### config.mk
export PLATFORM = sky130hd
export DESIGN_NAME = math_divider_result_bcd
export DESIGN_NICKNAME = d
export VERILOG_FILES = /design/src/rtl/math_divider_result_bcd.sv
export SDC_FILE = /design/constraint.sdc
export NUM_CORES = 1
export LEC_CHECK = 0
export BUFFER_PORTS_ARGS = -buffer_cell sky130_fd_sc_hd__buf_2
export CORE_ASPECT_RATIO = 0.9
export CORE_MARGIN = 3
export CORE_UTILIZATION = 50
export DETAILED_ROUTE_END_ITERATION = 6
export HOLD_SLACK_MARGIN = 0.02
export PLACE_DENSITY = 0.82
export RECOVER_POWER = 100
export REMOVE_ABC_BUFFERS = 1
export SETUP_SLACK_MARGIN = 0.5
export SYNTH_ARGS = -nofsm -noshare
export SYNTH_HDL_FRONTEND = slang
export SYNTH_SLANG_ARGS = --single-unit
### constraint.sdc
create_clock -name clk -period 2.4 [get_ports clk]
set_clock_uncertainty 0.05 [all_clocks]
set_input_delay 0.12 -clock clk [delete_from_list [all_inputs] [get_ports clk]]
set_output_delay 0.12 -clock clk [all_outputs]
set_load 0.1 [all_outputs]
### src/rtl/math_divider_result_bcd.sv
// rtl/math_divider_result_bcd.sv - shift-add-3 binary-to-BCD converter for array divider results
// Optional divide-by-zero short-cut enabled by defining MATH_DIVIDER_DIV0_CHECK_EN.
module math_divider_result_bcd #(
  parameter int xWIDTH = 8,
  parameter int yWIDTH = 4,
  parameter int DIGITS = 3
) (
  input  logic                clk,
  input  logic                rst_n,
  input  logic                in_valid,
  output logic                in_ready,
  input  logic [xWIDTH-1:0]   q,
  input  logic [yWIDTH:0]     r,
  input  logic [yWIDTH-1:0]   y,
  output logic                out_valid,
  input  logic                out_ready,
  output logic [4*DIGITS-1:0] bcd,
  output logic [yWIDTH:0]     rem,
  output logic                div0
);

  localparam int CW = $clog2(xWIDTH + 1);
  localparam int BW = 4 * DIGITS;

  typedef enum logic [1:0] {IDLE, SHIFT, DONE} state_t;

  state_t              state_q, state_d;
  logic [CW-1:0]       cnt_q, cnt_d;
  logic [xWIDTH-1:0]   sr_q, sr_d;
  logic [BW-1:0]       acc_q, acc_d, acc_adj;
  logic [yWIDTH:0]     rem_q, rem_d;
  logic                div0_q, div0_d;

`ifndef MATH_DIVIDER_DIV0_CHECK_EN
  logic unused_y;
  assign unused_y = ^y;
`endif

  always_comb begin
    acc_adj = acc_q;
    for (int i = 0; i < DIGITS; i++) begin
      if (acc_q[4*i +: 4] >= 4'd5) begin
        acc_adj[4*i +: 4] = acc_q[4*i +: 4] + 4'd3;
      end
    end
  end

  // SHIFT runs one extra cycle with cnt_q == 0 before moving to DONE.
  always_comb begin
    state_d = state_q;
    cnt_d   = cnt_q;
    sr_d    = sr_q;
    acc_d   = acc_q;
    rem_d   = rem_q;
    div0_d  = div0_q;
    case (state_q)
      IDLE: begin
        if (in_valid) begin
          sr_d    = q;
          rem_d   = r;
          acc_d   = '0;
          div0_d  = 1'b0;
          cnt_d   = CW'(xWIDTH);
          state_d = SHIFT;
`ifdef MATH_DIVIDER_DIV0_CHECK_EN
          if (y == '0) begin
            acc_d   = {BW{1'b1}};
            div0_d  = 1'b1;
            cnt_d   = '0;
            state_d = DONE;
          end
`endif
        end
      end
      SHIFT: begin
        if (cnt_q == '0) begin
          state_d = DONE;
        end else begin
          {acc_d, sr_d} = {acc_adj[BW-2:0], sr_q, 1'b0};
          cnt_d         = cnt_q - CW'(1);
        end
      end
      DONE: begin
        if (out_ready) begin
          state_d = IDLE;
        end
      end
      default: state_d = IDLE;
    endcase
  end

  always_ff @(posedge clk or negedge rst_n) begin
    if (!rst_n) begin
      state_q <= IDLE;
      cnt_q   <= '0;
      sr_q    <= '0;
      acc_q   <= '0;
      rem_q   <= '0;
      div0_q  <= 1'b0;
    end else begin
      state_q <= state_d;
      cnt_q   <= cnt_d;
      sr_q    <= sr_d;
      acc_q   <= acc_d;
      rem_q   <= rem_d;
      div0_q  <= div0_d;
    end
  end

  assign in_ready  = (state_q == IDLE);
  assign out_valid = (state_q == DONE);
  assign bcd       = acc_q;
  assign rem       = rem_q;
`ifdef MATH_DIVIDER_DIV0_CHECK_EN
  assign div0      = div0_q;
`else
  assign div0      = 1'b0;
`endif

endmodule

== Word-level counts from Yosys, hierarchy flattened ==
Index checks and enable logic that the tools add are counted.
Word-level totals
  bits in registers: 31
  word-level logic and storage cells: 40
  output and inout port bits: 20
Operators by class
  reduce and logical (&&, ||, !) cells: 6
  mux-type cells: 16
  equal/unequal tests: 6
  magnitude comparators: 3
  add/subtract/negate cells: 4
Operator list (number)
  $mux W12: 2
  $pmux W12 S2: 1
  $mux W4: 4
  $mux W8: 2
  $pmux W8 S2: 1
  $ge A4 B3 Y1 const B: 3
  $add A4 B2 Y4 const B: 2
  $pmux W4 S2: 1
  $mux W2: 3
  $ne A2 B2 Y1 const B: 3
  $pmux W2 S3: 1
  $reduce_and A3 Y1: 2
  $logic_not A4 Y1: 1
  $sub A4 B1 Y4 const B: 1
  $add A3 B2 Y3 const B: 1
  $mux W3: 1
  $eq A2 B1 Y1 const B: 1
  $eq A2 B2 Y1 const B: 1
  $logic_not A2 Y1: 1
  $ne A2 B1 Y1 const B: 1
  $reduce_and A2 Y1: 1
  $reduce_bool A2 Y1: 1

== Depth between registers and ports, before layout ==
Gate-level depths: netlist (run 1).
  depth after elaboration: 4
  gate-level depth with buffers: 8
  gate-level depth less buffers: 7

== Worst setup path before layout (run 1) ==
No wires, ideal clock.
  path kind: flip-flop to flip-flop
  start: register state_q[0]
  end: register rem_q[0] (netlist: rem[0])
  library setup time: 126 ps
  stages on the path, launching flop included: 4
  arrival time: 2538 ps
  required time: 2224 ps
  slack: -314 ps
  path through: dfrtp_1 nor2_1 nand2_1 mux2_2
Between the ends
  word-level cells in the longest chain between the ends: 2
RTL lines
  from (decl): line 27  | state_t state_q, state_d;
  from (signal assigned): line 101  | state_q <= state_d;
  $logic_not A2 Y1
  via in_ready: line 11  | output logic in_ready,
  $reduce_and A2 Y1 (no source line)
  to (signal assigned): line 105  | rem_q <= rem_d;
  to (decl): line 31  | logic [yWIDTH:0] rem_q, rem_d;
The timed path passes the listed nets, and every way through them passes these cells.
A chain may end at the register's enable or synchronous reset.

== Worst setup path after layout (run 1) ==
  start: register state_q[0]
  end: output out_valid
Between the ends
  word-level cells in the longest chain between the ends: 1
RTL lines
  $eq A2 B2 Y1: line 111  | assign out_valid = (state_q == DONE);
  to (decl): line 15  | output logic out_valid,
Every way passes these cells.

==> results.md, run 1 <==
* Max Slew Vio Count at 32
* DP Area at 1720 um^2
* Setup slack after layout at 377 ps
* CP endpoint kind: output port
* Number of global-route vias before repair at 1320
* DIE WIDTH at 64.3 um
* Fin crit period at 2020 ps
* Clock latency on the worst-skew pair at 330 ps
* Met2 usage at 34.6%
* Register area share after synthesis at 50.7%
* CTS Sinks at 31
* Clock tree buffer depth at 2
* Starting density of the core at 53.9%
* Failing checks: capacitance limit, slew limit
* DP HPWL at 2220 um
* Status: finished, violations left
* Gr usage total at 20.3%
* IO Port Bufs at 35
* Max Cap Viol at 1
* Area Growth Syn to Fin at 27.0%
* Initial DRC Count at 117
* Routed WL at 3430 um
* Post-synth top area cell: dfrtp_1
* Drt pass-1 iters at 5
* Worst R2R Path Depth at 8
* Average routed wire per standard cell at 14.4 um
* Hold_ws at 31.5 ps
* Clk pin slew, worst setup/hold paths at 100 ps
* CP Launch Type: flip-flop
* Hold Path Depth at 3
* Worst-margin pin slew at 1660 ps
* Final Hold Viols at 0
* Residual overflow from global routing at 0
* RD Place Congestion at 0.744
* Most frequent cell after synthesis: dfrtp_1
* Share of synthesized registers carrying an async set or reset at 100%
* Worst Path Max Fanout at 6
* GR peak layer: met2
* Synth unique cells at 33
* Synth Instances at 144
* YS warnings at 0
* Hold Crit Class: in2reg
* Synth Area per Inst at 10.6 um^2
* # rows at 18
* First-pass GRT wire length at 5910 um
* Met1 Track Usage GR at 25.1%
* IO Pins at 41
* Via density at 5.39
* ANT cells at 0
* RSZ-0062 raised after global routing: no
* Hold Crit Start: out_ready
* Path type of the worst setup path: reg2out
* CORE AREA at 2840 um^2
* Ranking of synthesized cells by area: dfrtp_1 (51%), ha_1 (6.5%), nand2_1 (4.4%)
* DR DRC count at 0
* Fin crit share at 84.3%
* Die H at 58.5 um
* Critical Path AT at 1850 ps
* Setup TNS Final at 0 ps
* Syn Std Cell Area at 1530 um^2
* Finished Cell Area at 1940 um^2
* Root Buffer: clkbuf_4
* Fin nets at 226
* H-Tree Depth at 2
* Synth top area share at 50.7%
* Routed Antenna Nets at 0
* Inserted Clock Buffers at 5
* Met3 Use GR at 5.73%
* Via count at 1282
* Die area at 3760 um^2
* Reg-to-reg startpoint: cnt_q[0]
* Slew HR at -10.8%
* Setup crit start: state_q[0]
* Pin count of the biggest net entering global routing at 32
* CTS tree: built
* Fraction of layout cells with a size suffix above 1 at 18.2%
* Peak Freq at 494 MHz
* Seq cells post-synth at 31
* Initial antenna violation count at 0
* Top cells by count, synth: dfrtp_1 (31), nand2_1 (18), nor2_1 (11)
* Setup violators final at 0
* Dominant synthesized flop cell: dfrtp_1
* Number of flops mapped to enable cells by yosys at 0
* Worst slack, placed at 346 ps
* Worst Path Required at 2230 ps
[registers in the layout (all words and copies together) (netlist names)]
name and flops:
bcd 12, sr_q 8, rem 5, state_q 2, cnt_q 4
[critical path, cell delays in order (launching register included)]
cell,delay (ps)
dfrtp_1,430
and2b_2,240
clkbuf_1,860
[final cells by class]
type                       instances  area (um^2)
clock buffer                       8         68.8
multi-input combinational         97          681
tap                               40         50.0
fill                             228          895
sequential                        31          776
timing repair buffer              52          318
inverter                          10         50.0
[cell families after synthesis]
group | share of synthesized area, %
other | 0.245
AO/OA/AOI/OAI | 14.8
multiplexers | 6.95
adder cells (fa/ha/maj) | 6.54
flip-flops | 50.7
AND/OR/NAND/NOR | 12.6
buffers and inverters | 5.31
XOR/XNOR | 2.86
[worst paths after layout]
| path | to | slack [ps] |
|---|---|---|
| max | out_valid | 380 |
| min | state_q[1] | 30 |
| max reg2reg | sr_q[2] | 450 |
| min reg2reg | cnt_q[3] | 440 |
| max in group asynchronous | sr_q[1] | 630 |
| min in group asynchronous | bcd[7] | 700 |
[layer usage]
metal | vias up | wire [um]
met5 | - | 0
met4 | 0 | 34
met3 | 8 | 193
met2 | 46 | 1750
met1 | 622 | 1460
li1 | 606 | -
[layout by cell type, fill, tap and decap left out, types with 2 or more instances in the layout]
cell | synthesis | final
mux2_2 | 5 | 5
o21ai_0 | 4 | 5
nand2b_1 | 4 | 4
o22ai_1 | 4 | 4
o31ai_1 | 2 | 2
inv_1 | 9 | 9
nor2_1 | 11 | 11
xor2_1 | 2 | 2
nand2_1 | 18 | 18
a22o_1 | 4 | 4
o32ai_1 | 2 | 2
clkbuf_8 | 0 | 2
dlygate4sd3_1 | 0 | 14
dfrtp_1 | 31 | 31
a32o_1 | 3 | 3
ha_1 | 8 | 8
a31oi_1 | 7 | 7
a21oi_1 | 5 | 5
clkbuf_4 | 0 | 6
xnor2_1 | 3 | 3
mux2i_1 | 5 | 5
buf_2 | 2 | 15
clkbuf_1 | 1 | 20
[stage by stage]
stage          utilization [%]  cells
2_1_floorplan                -    138
3_3_place_gp              60.6    214
3_5_place_dp              60.6    214
4_1_cts                   68.8    237
5_1_grt                   68.5    238
6_report                  68.5    238
[what timing repair did]
action,CTS,global route
endpoints found under the setup margin,8,6
hold buffers,14,0
resized for setup,4,3
pin swaps,1,1
hold endpoints to repair,44,0
buffers inserted,1,1
Power of run 1 is not shown: default switching activity piles up to over one toggle a cycle in this logic, so the estimate is an artifact.
==> inputs of run 2 (changes only) <==
--- a/config.mk
+++ b/config.mk
@@ -5,13 +5,14 @@
 export SDC_FILE = /design/constraint.sdc
 export NUM_CORES = 1
 export LEC_CHECK = 0
+export ABC_AREA = 1
 export BUFFER_PORTS_ARGS = -buffer_cell sky130_fd_sc_hd__buf_2
 export CORE_ASPECT_RATIO = 0.9
 export CORE_MARGIN = 3
-export CORE_UTILIZATION = 50
+export CORE_UTILIZATION = 48
 export DETAILED_ROUTE_END_ITERATION = 6
 export HOLD_SLACK_MARGIN = 0.02
-export PLACE_DENSITY = 0.82
+export PLACE_DENSITY = 0.81
 export RECOVER_POWER = 100
 export REMOVE_ABC_BUFFERS = 1
 export SETUP_SLACK_MARGIN = 0.5
==> constraint.sdc (replaced) <==
create_clock -name clk -period 1.7 [get_ports clk]
set_clock_uncertainty 0.05 [all_clocks]
set_input_delay 0.085 -clock clk [delete_from_list [all_inputs] [get_ports clk]]
set_output_delay 0.085 -clock clk [all_outputs]
set_load 0.1 [all_outputs]
==> results.md, run 2 <==
* Fillers at 254 (was 228)
* RD Place Congestion at 0.772 (was 0.744)
* Starting density of the core at 50.4% (was 53.9%)
* Max reg flops at 12 (unchanged)
* H-Tree Depth at 2 (unchanged)
* Most frequent cells in the layout: nand2_1 (36), dfrtp_1 (25), clkbuf_2 (19), buf_4 (19), inv_1 (16) (was dfrtp_1 (31), clkbuf_1 (20), nand2_1 (18))
* DP Cell Count at 269 (was 214)
* Hold Crit Class: in2reg (unchanged)
* Via count at 1631 (was 1282)
* Syn Std Cell Area at 1730 um^2 (was 1530 um^2)
* Area Growth Syn to Fin at 46.3% (was 27.0%)
* Slew HR at 47.8% (was -10.8%)
* Clk pin slew, worst setup/hold paths at 70 ps (was 100 ps)
* Max Slew Vio Count at 0 (was 32)
* Initial antenna violation count at 0 (unchanged)
* DIE WIDTH at 69.3 um (was 64.3 um)
* Setup violators final at 0 (unchanged)
* Fin crit period at 1480 ps
* CTS tree: built (unchanged)
* Die area at 4360 um^2 (was 3760 um^2)
* Critical Path AT at 1350 ps (was 1850 ps)
* YS warnings at 0 (unchanged)
* RSZ-0062 raised after global routing: yes (was no)
* Drt pass-1 iters at 4 (was 5)
* Fin nets at 297 (was 226)
* Finished Layout Cells at 313 (was 238)
* Inserted Clock Buffers at 5 (unchanged)
* Commonest non-fill, non-tap cell in the layout: nand2_1 (was dfrtp_1)
* Max Cap Viol at 0 (was 1)
* Routed WL at 4800 um (was 3430 um)
* CP Launch Type: flip-flop (unchanged)
* Root Buffer: clkbuf_8 (was clkbuf_4)
* Utilization after layout at 73.8% (was 68.5%)
* Seq cells post-synth at 31 (unchanged)
* # rows at 20 (was 18)
* Fin crit share at 87.3%
* CTS Sinks at 31 (unchanged)
* Final Hold Viols at 0 (unchanged)
* Status: finished, final reports clean (was finished, violations left)
* Dominant synthesized flop cell: dfrtp_1 (unchanged)
* ANT cells at 0 (unchanged)
* R2r setup slk at 280 ps (was 450 ps)
* Fraction of layout cells with a size suffix above 1 at 47.2% (was 18.2%)
* Initial DRC Count at 77 (was 117)
* Register area share after synthesis at 44.9% (was 50.7%)
* IO Pins at 41 (unchanged)
* Synth top area share at 44.9% (was 50.7%)
* Setup TNS Final at 0 ps (unchanged)
* DP HPWL at 2220 um (about the same)
* Top cells by count, synth: nand2_1 (43), dfrtp_1 (31), inv_1 (26) (was dfrtp_1 (31), nand2_1 (18), nor2_1 (11))
* DR DRC count at 0 (unchanged)
* DP Area at 1910 um^2 (was 1720 um^2)
* Via density at 5.21 (was 5.39)
* Path type of the worst setup path: reg2out (unchanged)
* Worst Path Max Fanout at 3 (was 6)
* Pin count of the biggest net entering global routing at 32 (unchanged)
* Synth unique cells at 29 (was 33)
* Number of global-route vias before repair at 1640 (was 1320)
* Synth Instances at 195 (was 144)
* Residual overflow from global routing at 0 (unchanged)
* Ranking of synthesized cells by area: dfrtp_1 (45%), nand2_1 (9.3%), ha_1 (5.8%) (was dfrtp_1 (51%), ha_1 (6.5%), nand2_1 (4.4%))
* Clock latency on the worst-skew pair at 290 ps (was 330 ps)
* Gr usage total at 22.4% (was 20.3%)
* Clock tree buffer depth at 2 (unchanged)
* Worst-margin pin slew at 782 ps (was 1660 ps)
* IO Port Bufs at 35 (unchanged)
* Number of flops mapped to enable cells by yosys at 0 (unchanged)
* CORE AREA at 3430 um^2 (was 2840 um^2)
* Share of synthesized registers carrying an async set or reset at 100% (unchanged)
* Worst Path Required at 1560 ps (was 2230 ps)
* Peak Freq at 674 MHz
* Routed Antenna Nets at 0 (unchanged)
* Most frequent cell after synthesis: nand2_1 (was dfrtp_1)
* Post-synth top area cell: dfrtp_1 (unchanged)
* Synth Area per Inst at 8.87 um^2 (was 10.6 um^2)
* CP endpoint kind: output port (unchanged)
* Die H at 62.9 um (was 58.5 um)
* Finished Cell Area at 2530 um^2 (was 1940 um^2)
* Average routed wire per standard cell at 15.3 um (was 14.4 um)
* First-pass GRT wire length at 7610 um (was 5910 um)
## run 2: cell types whose count changed in the layout (fill, tap and decap cells not counted), moves of 7 or more
cell      previous run  this run
a31oi_1              7         0
nand3_1              1        14
inv_2                0        11
nand2_1             18        36
clkbuf_1            20         1
inv_1                9        16
buf_4                1        19
o21ai_0              5        15
clkbuf_2             1        19
nand2_2              0         8
o21ai_1              0         7
## run 2: path summary, 6_finish.rpt
path	from	end	depth (start not counted)
worst max register to register	state_q[0]	bcd[9]	5
max in group asynchronous	rst_n	bcd[0]	2
worst min-delay path	in_valid	sr_q[0]	3
worst max-delay path	state_q[0]	in_ready	2
worst min register to register	rem[1]	rem[1]	1
min in group asynchronous	rst_n	sr_q[3]	2
## run 2: repair_timing
item                                    in CTS  in global routing
endpoints found under the setup margin      47                 41
resized for setup                           67                 40
buffers inserted                            19                  7
cloned                                       2                  0
hold endpoints to repair                    38                  0
hold buffers                                 8                  0
pin swaps                                    9                 12
## run 2: metal layers
metal / vias to the layer above / global-route usage (%) / share of wire [%]
met5: - / 0 / 0
met4: 0 / 10.0 / 2.7
met1: 787 / 24.9 / 40
li1: 780 / - / -
met3: 12 / 6.59 / 4.6
met2: 52 / 39.4 / 53
## run 2: layout make-up
| cell class | instances | area (um^2) | area share [%] |
|---|---|---|---|
| repair buffers | 70 | 526 | 20.8 |
| flip-flops and latches | 31 | 783 | 31.0 |
| clock buffers | 8 | 100 | 3.96 |
| multi-input cells | 131 | 947 | 37.4 |
| inverters | 29 | 119 | 4.70 |
| well taps | 44 | 55.1 | 2.18 |
## run 2: stage by stage
step	hold WS (ps)	setup slack [ps]
5_1_grt	33.5	184
3_5_place_dp	114	207
3_3_place_gp	112	216
4_1_cts	51.2	394
2_1_floorplan	-261	-447
6_report	11.9	217
## run 2: logic make-up (layout without fill, tap and decap cells)
group	Yosys count	in the layout	synth area share, %
AND/OR/NAND/NOR	82	84	23.0
buffers and inverters	35	107	9.99
AO/OA/AOI/OAI	32	32	11.9
flip-flops	31	31	44.9
adder cells (fa/ha/maj)	8	8	5.79
multiplexers	5	5	3.69
other	1	1	0.217
XOR/XNOR	1	1	0.507
## run 2: worst max-delay path: stages (launching register included)
cell and delay (ps):
dfrtp_2 450, nor2_4 130, clkbuf_2 470
Power of run 2 is left out for the same reason.
==> inputs of run 3 (changes only) <==
--- a/config.mk
+++ b/config.mk
@@ -8,7 +8,7 @@
 export ABC_AREA = 1
 export BUFFER_PORTS_ARGS = -buffer_cell sky130_fd_sc_hd__buf_2
 export CORE_ASPECT_RATIO = 0.9
-export CORE_MARGIN = 3
+export CORE_MARGIN = 4
 export CORE_UTILIZATION = 48
 export DETAILED_ROUTE_END_ITERATION = 6
 export HOLD_SLACK_MARGIN = 0.02
==> results.md, run 3 (synthesized netlist as in run 2, its figures left out) <==
* Starting density of the core at 50.4% (unchanged)
* Inserted Clock Buffers at 5 (unchanged)
* H-Tree Depth at 2 (unchanged)
* Critical Path AT at 1630 ps (was 1350 ps)
* Worst Path Max Fanout at 4 (was 3)
* Setup slack after layout at 192 ps (was 217 ps)
* Utilization after layout at 74.7% (was 73.8%)
* Number of global-route vias before repair at 1636 (was 1640)
* IO Port Bufs at 35 (unchanged)
* Worst-margin pin slew at 783 ps (was 782 ps)
* Die area at 4630 um^2 (was 4360 um^2)
* Residual overflow from global routing at 0 (unchanged)
* Clk pin slew, worst setup/hold paths at 70 ps (about the same)
* Final Hold Viols at 0 (unchanged)
* Max Cap Viol at 0 (unchanged)
* DP HPWL at 2360 um (was 2220 um)
* First-pass GRT wire length at 7770 um (was 7610 um)
* Peak Freq at 663 MHz (was 674 MHz)
* RSZ-0062 raised after global routing: yes (unchanged)
* Status: finished, final reports clean (unchanged)
* DIE WIDTH at 71.3 um (was 69.3 um)
* Via density at 5.41 (was 5.21)
* Fraction of layout cells with a size suffix above 1 at 46.5% (was 47.2%)
* Clock latency on the worst-skew pair at 290 ps (about the same)
* IO Pins at 41 (unchanged)
* CTS Sinks at 31 (unchanged)
* Root Buffer: clkbuf_8 (unchanged)
* Finished Layout Cells at 313 (unchanged)
* ANT cells at 0 (unchanged)
* Fin nets at 297 (unchanged)
* Max Slew Vio Count at 0 (unchanged)
* Fin crit period at 1510 ps (was 1480 ps)
* Most frequent cells in the layout: nand2_1 (37), dfrtp_1 (26), inv_1 (18) (was nand2_1 (36), dfrtp_1 (25), clkbuf_2 (19), buf_4 (19), inv_1 (16))
* Commonest non-fill, non-tap cell in the layout: nand2_1 (unchanged)
* Die H at 64.9 um (was 62.9 um)
* Path type of the worst setup path: reg2reg (was reg2out)
* Initial antenna violation count at 0 (unchanged)
* Routed Antenna Nets at 0 (unchanged)
* Slew HR at 47.8% (about the same)
* Worst R2R Path Depth at 4 (was 5)
* Max reg flops at 12 (unchanged)
* Hold Crit Class: in2reg (unchanged)
* CP endpoint kind: flip-flop (was output port)
* CP Launch Type: flip-flop (unchanged)
* Worst slack, placed at 147 ps (was 207 ps)
* DR DRC count at 0 (unchanged)
* Met2 usage at 37.8% (was 39.4%)
* Drt pass-1 iters at 4 (unchanged)
* Via count at 1693 (was 1631)
* DP Cell Count at 269 (unchanged)
* RD Place Congestion at 0.774 (was 0.772)
* Area Growth Syn to Fin at 48.2% (was 46.3%)
* Pin count of the biggest net entering global routing at 32 (unchanged)
* Met1 Track Usage GR at 25.0% (was 24.9%)
* GR peak layer: met2 (unchanged)
* CTS tree: built (unchanged)
* # rows at 20 (unchanged)
* Hold Path Depth at 5 (was 3)
* Clock tree buffer depth at 2 (unchanged)
* CORE AREA at 3430 um^2 (unchanged)
* Gr usage total at 21.9% (was 22.4%)
* Setup violators final at 0 (unchanged)
* Fin crit share at 88.7% (was 87.3%)
* Routed WL at 5260 um (was 4800 um)
* Met3 Use GR at 5.89% (was 6.59%)
* Initial DRC Count at 80 (was 77)
* Worst Path Required at 1820 ps (was 1560 ps)
* Average routed wire per standard cell at 16.8 um (was 15.3 um)
==> run 3: cell count changes in the layout (fill, tap and decap cells not counted), moves of 3 or more <==
cell	delta
buf_4	-3
nand2_4	+3
o21ai_1	-4
o21ai_2	+3
==> run 3: path summary, 6_finish.rpt <==
kind,from,to,slack [ps]
max in group asynchronous,rst_n,bcd[6],690
setup reg to reg,state_q[0],rem[0],190
hold reg to reg,cnt_q[3],cnt_q[3],450
setup / recovery,state_q[0],rem[0],190
hold / removal,q[3],sr_q[3],70
min in group asynchronous,rst_n,sr_q[3],370
==> run 3: worst max-delay path, stage by stage, from the launching register on <==
cell,delay [ps]
dfrtp_2,430
nor2_2,370
buf_6,180
nand2_4,70
mux2_2,280
==> run 3: per-layer routing <==
layer	up-vias	wire, um	share of wire (%)
met5	-	0	0
met4	0	255	4.9
met2	61	2590	49
li1	781	-	-
met3	21	262	5.0
met1	830	2150	41
==> run 3: what timing repair did <==
action,4_1_cts,5_1_grt
pin swaps,9,11
buffers inserted,13,10
hold buffers,8,0
gates resized for setup,62,34
endpoints found under the setup margin,48,38
cloned,3,2
hold endpoints to repair,38,0
==> run 3: area by class of cell <==
| class | count | area [um^2] |
|---|---|---|
| inverter | 29 | 119 |
| timing repair buffer | 68 | 528 |
| clock buffer | 8 | 100 |
| sequential | 31 | 782 |
| fill | 243 | 866 |
| tap | 44 | 55.1 |
| multi-input combinational | 133 | 978 |
==> run 3: stage by stage <==
| step | area (um^2) | TNS [ps] | hold WS, ps |
|---|---|---|---|
| after floorplan | 1670 | -3880 | -261 |
| after CTS | 2430 | 0 | 52.2 |
| after global routing | 2560 | 0 | 92.2 |
| after global placement | 1910 | 0 | 115 |
| after detailed placement | 1910 | 0 | 118 |
| final | 2560 | 0 | 70.5 |
Power of run 3 is left out for the same reason.
